`config.mk`:
```
export PLATFORM = sky130hd
export DESIGN_NAME = fifo_wr_arbiter_flat
export DESIGN_NICKNAME = d
export VERILOG_FILES = /design/src/rtl/fifo_wr_arbiter_if.sv /design/src/rtl/fifo_wr_arbiter.sv /design/src/flat_wrapper.sv
export SDC_FILE = /design/constraint.sdc
export NUM_CORES = 1
export LEC_CHECK = 0
export CORE_MARGIN = 3
export CORE_UTILIZATION = 30
export DETAILED_ROUTE_END_ITERATION = 10
export PLACE_DENSITY = 0.95
export SLEW_MARGIN = 25
export SYNTH_ARGS = -nofsm -noshare
export SYNTH_HDL_FRONTEND = slang
export SYNTH_SLANG_ARGS = --single-unit
```
`constraint.sdc`:
```
create_clock -name clk -period 4.2 [get_ports clk]
set_input_delay 0.84 -clock clk [delete_from_list [all_inputs] [get_ports clk]]
set_output_delay 0.84 -clock clk [all_outputs]
set_load 0.02 [all_outputs]
```
`src/rtl/fifo_wr_arbiter_if.sv`:
```
// Handshake bundle between NUM_REQ producers, the write arbiter and one FIFO write port.
interface fifo_wr_arbiter_if #(
  parameter int unsigned NUM_REQ    = 4,
  parameter int unsigned DATA_WIDTH = 32
);
  localparam int unsigned ID_WIDTH = $clog2(NUM_REQ);

  logic [NUM_REQ-1:0]            req_valid;
  logic [NUM_REQ*DATA_WIDTH-1:0] req_data;
  logic [NUM_REQ-1:0]            req_ready;
  logic                          fifo_full;
  logic                          fifo_cs;
  logic                          fifo_wr_en;
  logic [DATA_WIDTH-1:0]         fifo_data_in;
  logic                          grant_valid;
  logic [ID_WIDTH-1:0]           grant_id;

  // Producer/FIFO side.
  modport master (
    output req_valid, req_data, fifo_full,
    input  req_ready, fifo_cs, fifo_wr_en, fifo_data_in, grant_valid, grant_id
  );

  // Arbiter side.
  modport slave (
    input  req_valid, req_data, fifo_full,
    output req_ready, fifo_cs, fifo_wr_en, fifo_data_in, grant_valid, grant_id
  );
endinterface

```
`src/rtl/fifo_wr_arbiter.sv`:
```
// Round-robin, burst-limited arbiter sharing one FIFO write port among NUM_REQ producers.
module fifo_wr_arbiter #(
  parameter int unsigned NUM_REQ    = 4,
  parameter int unsigned DATA_WIDTH = 32,
  parameter int unsigned MAX_BURST  = 4
) (
  input logic              clk,
  input logic              rst,
  fifo_wr_arbiter_if.slave bus
);
  localparam int unsigned ID_WIDTH  = $clog2(NUM_REQ);
  localparam int unsigned CNT_WIDTH = (MAX_BURST > 1) ? $clog2(MAX_BURST) : 1;

  localparam logic [0:0] StIdle  = 1'b0;
  localparam logic [0:0] StBurst = 1'b1;

  localparam logic [ID_WIDTH:0]    NumReqExt = (ID_WIDTH + 1)'(NUM_REQ);
  localparam logic [ID_WIDTH-1:0]  LastId    = ID_WIDTH'(NUM_REQ - 1);
  localparam logic [CNT_WIDTH-1:0] LastBeat  = CNT_WIDTH'(MAX_BURST - 1);

  logic [0:0]            state_q, state_d;
  logic [ID_WIDTH-1:0]   rr_ptr_q, rr_ptr_d;
  logic [ID_WIDTH-1:0]   grant_id_q, grant_id_d;
  logic [CNT_WIDTH-1:0]  beat_cnt_q, beat_cnt_d;

  logic [DATA_WIDTH-1:0] slice [NUM_REQ];
  logic [ID_WIDTH:0]     idx_ext;
  logic [ID_WIDTH-1:0]   winner;
  logic                  any_valid;
  logic                  in_burst;
  logic                  granted_valid;
  logic                  beat;
  logic                  rel;

  for (genvar i = 0; i < NUM_REQ; i++) begin : g_req
    assign slice[i] = bus.req_data[i*DATA_WIDTH +: DATA_WIDTH];
    assign bus.req_ready[i] = in_burst & ~rst & ~bus.fifo_full & (grant_id_q == ID_WIDTH'(i));
  end

  // Scan starting at rr_ptr; one extra bit lets the index wrap without a modulo.
  always_comb begin
    idx_ext   = '0;
    winner    = '0;
    any_valid = 1'b0;
    for (int unsigned k = 0; k < NUM_REQ; k++) begin
      idx_ext = {1'b0, rr_ptr_q} + (ID_WIDTH + 1)'(k);
      if (idx_ext >= NumReqExt) idx_ext = idx_ext - NumReqExt;
      if (!any_valid && bus.req_valid[idx_ext[ID_WIDTH-1:0]]) begin
        any_valid = 1'b1;
        winner    = idx_ext[ID_WIDTH-1:0];
      end
    end
  end

  assign in_burst         = (state_q == StBurst);
  assign granted_valid    = bus.req_valid[grant_id_q];
  assign beat             = in_burst & granted_valid & ~bus.fifo_full & ~rst;
  assign bus.fifo_wr_en   = beat;
  assign bus.fifo_cs      = beat;
  assign bus.fifo_data_in = in_burst ? slice[grant_id_q] : '0;
  assign bus.grant_valid  = in_burst;
  assign bus.grant_id     = grant_id_q;

  always_comb begin
    state_d    = state_q;
    rr_ptr_d   = rr_ptr_q;
    grant_id_d = grant_id_q;
    beat_cnt_d = beat_cnt_q;
    rel        = 1'b0;
    case (state_q)
      StIdle: begin
        if (any_valid) begin
          state_d    = StBurst;
          grant_id_d = winner;
          beat_cnt_d = '0;
        end
      end
      StBurst: begin
        if (beat) begin
          if (beat_cnt_q == LastBeat) rel = 1'b1;
          else beat_cnt_d = beat_cnt_q + 1'b1;
        end else if (!granted_valid) begin
          // A producer that goes idle gives up its grant even while the FIFO is full.
          rel = 1'b1;
        end
      end
      default: state_d = StIdle;
    endcase
    if (rel) begin
      state_d    = StIdle;
      beat_cnt_d = '0;
      rr_ptr_d   = (grant_id_q == LastId) ? '0 : grant_id_q + 1'b1;
    end
  end

  always_ff @(posedge clk) begin
    if (rst) begin
      state_q    <= StIdle;
      rr_ptr_q   <= '0;
      grant_id_q <= '0;
      beat_cnt_q <= '0;
    end else begin
      state_q    <= state_d;
      rr_ptr_q   <= rr_ptr_d;
      grant_id_q <= grant_id_d;
      beat_cnt_q <= beat_cnt_d;
    end
  end
endmodule

```
`src/flat_wrapper.sv`:
```
// flat-port wrapper written by rule: the top's interface ports become plain ports
module fifo_wr_arbiter_flat 
#(
  parameter int unsigned NUM_REQ    = 4,
  parameter int unsigned DATA_WIDTH = 32,
  parameter int unsigned MAX_BURST  = 4
)
  (clk, rst, bus_req_valid, bus_req_data, bus_fifo_full, bus_req_ready, bus_fifo_cs, bus_fifo_wr_en, bus_fifo_data_in, bus_grant_valid, bus_grant_id);
  fifo_wr_arbiter_if #(.NUM_REQ(NUM_REQ), .DATA_WIDTH(DATA_WIDTH)) bus_i ();
  input logic clk;
  input logic rst;
  input wire logic [$bits(bus_i.req_valid)-1:0] bus_req_valid;
  input wire logic [$bits(bus_i.req_data)-1:0] bus_req_data;
  input wire logic [$bits(bus_i.fifo_full)-1:0] bus_fifo_full;
  output wire logic [$bits(bus_i.req_ready)-1:0] bus_req_ready;
  output wire logic [$bits(bus_i.fifo_cs)-1:0] bus_fifo_cs;
  output wire logic [$bits(bus_i.fifo_wr_en)-1:0] bus_fifo_wr_en;
  output wire logic [$bits(bus_i.fifo_data_in)-1:0] bus_fifo_data_in;
  output wire logic [$bits(bus_i.grant_valid)-1:0] bus_grant_valid;
  output wire logic [$bits(bus_i.grant_id)-1:0] bus_grant_id;
  assign bus_i.req_valid = bus_req_valid;
  assign bus_i.req_data = bus_req_data;
  assign bus_i.fifo_full = bus_fifo_full;
  assign bus_req_ready = bus_i.req_ready;
  assign bus_fifo_cs = bus_i.fifo_cs;
  assign bus_fifo_wr_en = bus_i.fifo_wr_en;
  assign bus_fifo_data_in = bus_i.fifo_data_in;
  assign bus_grant_valid = bus_i.grant_valid;
  assign bus_grant_id = bus_i.grant_id;
  fifo_wr_arbiter #(.NUM_REQ(NUM_REQ), .DATA_WIDTH(DATA_WIDTH), .MAX_BURST(MAX_BURST)) u_core (.clk(clk), .rst(rst), .bus(bus_i));
endmodule
```
# After elaboration in Yosys (flattened, before gate mapping)
# Cells that the tools add are included.
# W data, S select, Z words.
[totals]
reg_bits = 7
latch_bits = 0
ram_bits = 0
mem_bits_ro = 0
in_bits = 135
output_inout_bits = 41
word_cells = 90
n_memories = 0
[op_classes]
addsub = 9
multipliers = 0
n_div = 0
order_cmp = 10
eq_ne = 7
shifts = 0
muxes = 37
bitwise_logic = 13
n_reduce_logical = 10
[ops]
columns = ["op", "count"]
rows = [
  ["$mux W32", 3],
  ["$bmux W32 S2", 1],
  ["$mux W2", 12],
  ["$lt A2 B3 Y1 const B", 5],
  ["$mux W1", 15],
  ["$ge A3 B3 Y1 const B", 4],
  ["$bmux W1 S2", 5],
  ["$and A1 B1 Y1", 9],
  ["$sub A2 B1 Y2 const B", 4],
  ["$add A2 B2 Y3 const B", 2],
  ["$eq A2 B2 Y1 const B", 3],
  ["$add A2 B1 Y2 const B", 2],
  ["$ne A2 B2 Y1 const B", 2],
  ["$pmux W2 S2", 1],
  ["$add A2 B1 Y3 const B", 1],
  ["$ge A2 B3 Y1 const B", 1],
  ["$logic_and A1 B1 Y1", 3],
  ["$logic_not A1 Y1", 3],
  ["$not A1 Y1", 3],
  ["$not A2 Y3", 1],
  ["$reduce_and A3 Y1", 1],
  ["$eq A2 B1 Y1 const B", 1],
  ["$logic_not A2 Y1", 1],
  ["$ne A2 B1 Y1 const B", 1],
  ["2 further kinds", 2],
]

# Longest topological paths before layout
[depth]
word_depth = 16
depth_mapped = 6
mapped_depth_nobuf = 5

# Least setup slack after synthesis
# Ideal clock, no wire load.
[synth_timing]
path_type = "input to output"
start = "input bus_req_valid[3]"
end = "output bus_fifo_wr_en"
t_arrival_ns = 1.777
required_time_ns = 3.360
path_slack_ns = 1.583
stages = 3
n_path_buf = 1
cell_sequence = "mux4_2 -> and2_1 -> buf_4"
[synth_via]
elab_chain_len = 5
[synth_lines]
columns = ["item", "line", "rtl"]
rows = [
  ["from (decl)", "flat_wrapper.sv:12", "input wire logic [$bits(bus_i.req_valid)-1:0] bus_req_valid;"],
  ["$bmux W1 S2", "fifo_wr_arbiter.sv:56", "assign granted_valid = bus.req_valid[grant_id_q];"],
  ["$mux W1 (implied by the code)", "fifo_wr_arbiter.sv:56", ""],
  ["$and A1 B1 Y1 (3 in a row)", "fifo_wr_arbiter.sv:57", "assign beat = in_burst & granted_valid & ~bus.fifo_full & ~rst;"],
  ["to (decl)", "flat_wrapper.sv:17", "output wire logic [$bits(bus_i.fifo_wr_en)-1:0] bus_fifo_wr_en;"],
]
# Every way passes these cells. The select of a mux whose other input is x is not followed.

# Worst setup path in the final report
[layout_timing]
start = "input rst"
end = "output bus_fifo_cs"
[layout_via]
elab_chain_len = 2
[layout_lines]
columns = ["item", "line", "rtl"]
rows = [
  ["from (decl)", "flat_wrapper.sv:11", "input logic rst;"],
  ["$not A1 Y1", "fifo_wr_arbiter.sv:57", ""],
  ["$and A1 B1 Y1", "fifo_wr_arbiter.sv:57", ""],
  ["to (decl)", "flat_wrapper.sv:16", "output wire logic [$bits(bus_i.fifo_cs)-1:0] bus_fifo_cs;"],
]
# Every way passes these cells.

==> key figures <==
GRT
  – GRT Overall Usage: 0.2247
  – Vias in the first global route: 2078
  – Grt ovf: 0
  – Initial antenna violation count: 0
  – First-pass GRT wire length: 10.52 mm
  – Largest net degree at the start of global routing: 41

Yosys
  – Top cells by count, synth: 37 x and2_1, 32 x mux4_2, 8 x nor2_1
  – Synthesized flop and latch total: 7
  – Gate Count Post-Synth: 138
  – Simple-Gate Fraction of Synth Area: 0.2315
  – Area contributors post-synth: mux4_2 48%, and2_1 15%, dfxtp_1 9.3%
  – Netlist cell types: 30
  – Post-synth net total: 278
  – Adder-cell share of the synthesized area: 0.04149
  – Top cell type's share of synthesized area: 0.4780
  – Syn Area/Cell: 10.93 sq um
  – Main combinational cell family by area after synthesis: multiplexers
  – Compound-Gate Fraction of Synth Area: 0.06722
  – Mux share of post-synthesis cell area: 0.5087
  – Number of flops mapped to enable cells by yosys: 0
  – Cell taking the most area after synthesis: mux4_2
  – Post-Syn Area: 1508 sq um
  – Top-count cell post-synth: and2_1
  – Ys flop type: dfxtp_1
  – Yosys Warn Count: 0
  – Seq/Total Area, Yosys: 0.09295
  – Post-Synth XOR/XNOR Area: 0
  – Async SR Flop Fraction: 0

Floorplanning
  – Starting Density: 0.3150
  – Io pins: 176
  – Chip Height: 76.89 microns
  – Core ar.: 4786 sq um
  – Die Width: 76.89 microns
  – Die ar.: 5912 sq um
  – Std-Cell Rows: 25

Critical path
  – CP endpoint: bus_fifo_cs
  – Most Frequent Cell on Critical Path: clkdlybuf4s50_1
  – Startpoint Class: input pin
  – Reg-to-reg startpoint: u_core.bus.grant_id[1]
  – CP max stage cell: clkdlybuf4s50_1
  – Worst Path Arrival: 2.74 ns
  – Critical path type: input pin to output pin
  – Worst setup path start: rst
  – Setup slack, reg-to-reg: 2.18 ns
  – CP max FO: 7
  – CP peak stage delay: 0.60 ns
  – FF-to-FF End: u_core.bus.grant_valid
  – CP delay by family, top: buffers and inverters
  – FF-to-FF path depth: 4
  – Worst Setup End Kind: output pin
  – Crit-path cells: clkdlybuf4s50_1 -> nor3b_1 -> and2_1 -> clkdlybuf4s50_1
  – Worst Path Buf+Inv: 2
  – CP Depth: 4
  – Critical Path RT: 3.36 ns

Detailed routing
  – Pre-antenna DRT Iters: 4
  – Wirelength per Cell: 17.84 microns
  – Routed wire length: 6.673 mm
  – Residual DRC: 0
  – DR vias: 1904
  – Iteration-0 DRC Markers: 36
  – Final antenna-violating net count: 0
  – Via density: 5.091

Placed design
  – GPL Wtd Cong: 0.8232
  – Port-buffer cells: 175
  – Final HPWL DP: 5.625 mm
  – Placed inst area: 3299 sq um
  – Cell count after placement: 370

Power and ir drop
  – PwrDens: 170.4 nW/um^2
  – Worst VDD drop: 0.1597 mV
  – Leakage: 0.001182 uW

Layout
  – Layout Cells excl Fill: 374
  – N_diodes: 0
  – Nets: 448
  – Util after Layout: 0.6988
  – Fin area: 3344 sq um
  – Fillers: 364
  – Layout cell share with drive strength beyond 1: 0.1401
  – Area grow syn2layout: 121.8%

Clock network
  – CTS buffer count: 3
  – Latest clock arrival within the worst-skew pair: 0.22 ns
  – Post-CTS resize count: 0
  – CTS root buf: clkbuf_8
  – CTS tree: built
  – Hold_buf cts: 0
  – Clock sinks: 7
  – CTS max path bufs: 2
  – Setup Fix Bufs, Post-CTS: 0
  – Clock Pin Slew Worst Setup and Hold Paths: 0.04 ns
  – H-Tree Depth: 1

STA
  – Unrepaired setup endpoints after global routing: false
  – Count of final setup violators: 0
  – Worst clock skew: 0.0006207 ns
  – Minimum clock period: 3.577 ns
  – Final count of pins violating max slew: 0
  – Pin slew with the least headroom to its limit: 0.9196 ns
  – Hold Vio Cnt, Final: 0
  – Post-route clock period utilization: 0.8518
  – FMAX: 0.2795 GHz
  – TNS Setup: 0 ns
  – Max_slew headroom: 0.3870

Min path
  – Min-Delay Startpoint: u_core.beat_cnt_q[0]
  – Type of the tightest min-delay check: register to register

Flow run
  – Max cap viols: 0

Outcome
  – Status: finished, final reports clean
## flip-flops by register name, indices dropped and copies added, names as in the netlist
name and count:
u_core.bus.grant_valid 1, u_core.beat_cnt_q 2, u_core.bus.grant_id 2, u_core.rr_ptr_q 2
## tightest hold or removal path, cell delays in order (launching register included)
cell	delay, ns
dfxtp_1	0.31
nor2_1	0.10
o21a_1	0.10
## report_power, final
part           total (uW)  switching (uW)  internal [uW]  leakage, uW
logic                 386             130            256      0.00110
registers            91.1            19.7           71.4    0.0000581
clock network        92.7            27.2           65.5    0.0000228
## cell usage in the layout, fill, tap and decap left out, drive strengths merged
| master | instances |
|---|---|
| inv | 5 |
| o221ai | 1 |
| o21ai | 2 |
| nand3 | 1 |
| and3 | 2 |
| a21oi | 5 |
| nor2 | 8 |
| a21boi | 2 |
| clkbuf | 4 |
| nor2b | 3 |
| mux4 | 33 |
| dfxtp | 7 |
| mux2i | 2 |
| or2 | 1 |
| nor3b | 1 |
| and2 | 37 |
| o21a | 2 |
| nand2 | 4 |
| buf | 3 |
| clkdlybuf4s50 | 175 |
| ha | 5 |
| nor4 | 1 |
| or4bb | 1 |
| a21o | 1 |
| o2111ai | 1 |
## cell families after synthesis
logic type      after synthesis
simple gates                 59
mux                          35
buf+inv                      18
compound gates               14
flops                         7
fa+ha+maj                     5
## through the flow
step / power [uW] / worst slack (ns) / hold WS [ns]
6_report: 569.9 / 0.6226 / 0.5454
5_1_grt: 602.1 / 0.4959 / 0.5882
4_1_cts: 575.9 / 0.6468 / 0.5476
3_5_place_dp: 479.7 / 0.6538 / 0.5388
3_3_place_gp: 470.0 / 0.6882 / 0.5292
2_1_floorplan: 264.2 / 1.583 / 0.5176
## worst min path at each step
stage                                       to  slack (ns)  depth (start not counted)
final                     u_core.beat_cnt_q[0]        0.55                          2
after global placement    u_core.beat_cnt_q[0]        0.53                          2
after CTS                 u_core.beat_cnt_q[0]        0.55                          2
after detailed placement  u_core.beat_cnt_q[0]        0.54                          2
after floorplan           u_core.beat_cnt_q[0]        0.52                          2
after global routing      u_core.beat_cnt_q[0]        0.59                          2
## metal layers
layer / part of all wire / track usage
met5: 0 / 0
met4: 0.037 / 0.08877
met2: 0.51 / 0.4016
met3: 0.093 / 0.06808
met1: 0.36 / 0.2471
## cell type report
class                   instances  area (sq um)  share of cell area
repair buffers                178          1774              0.5305
multi-input cells             113          1280              0.3827
flip-flops and latches          7         142.6             0.04265
well taps                      67         83.83             0.02507
inverters                       5         18.77            0.005612
clock buffers                   4         45.04             0.01347
Power figures use the tool's default switching activity.
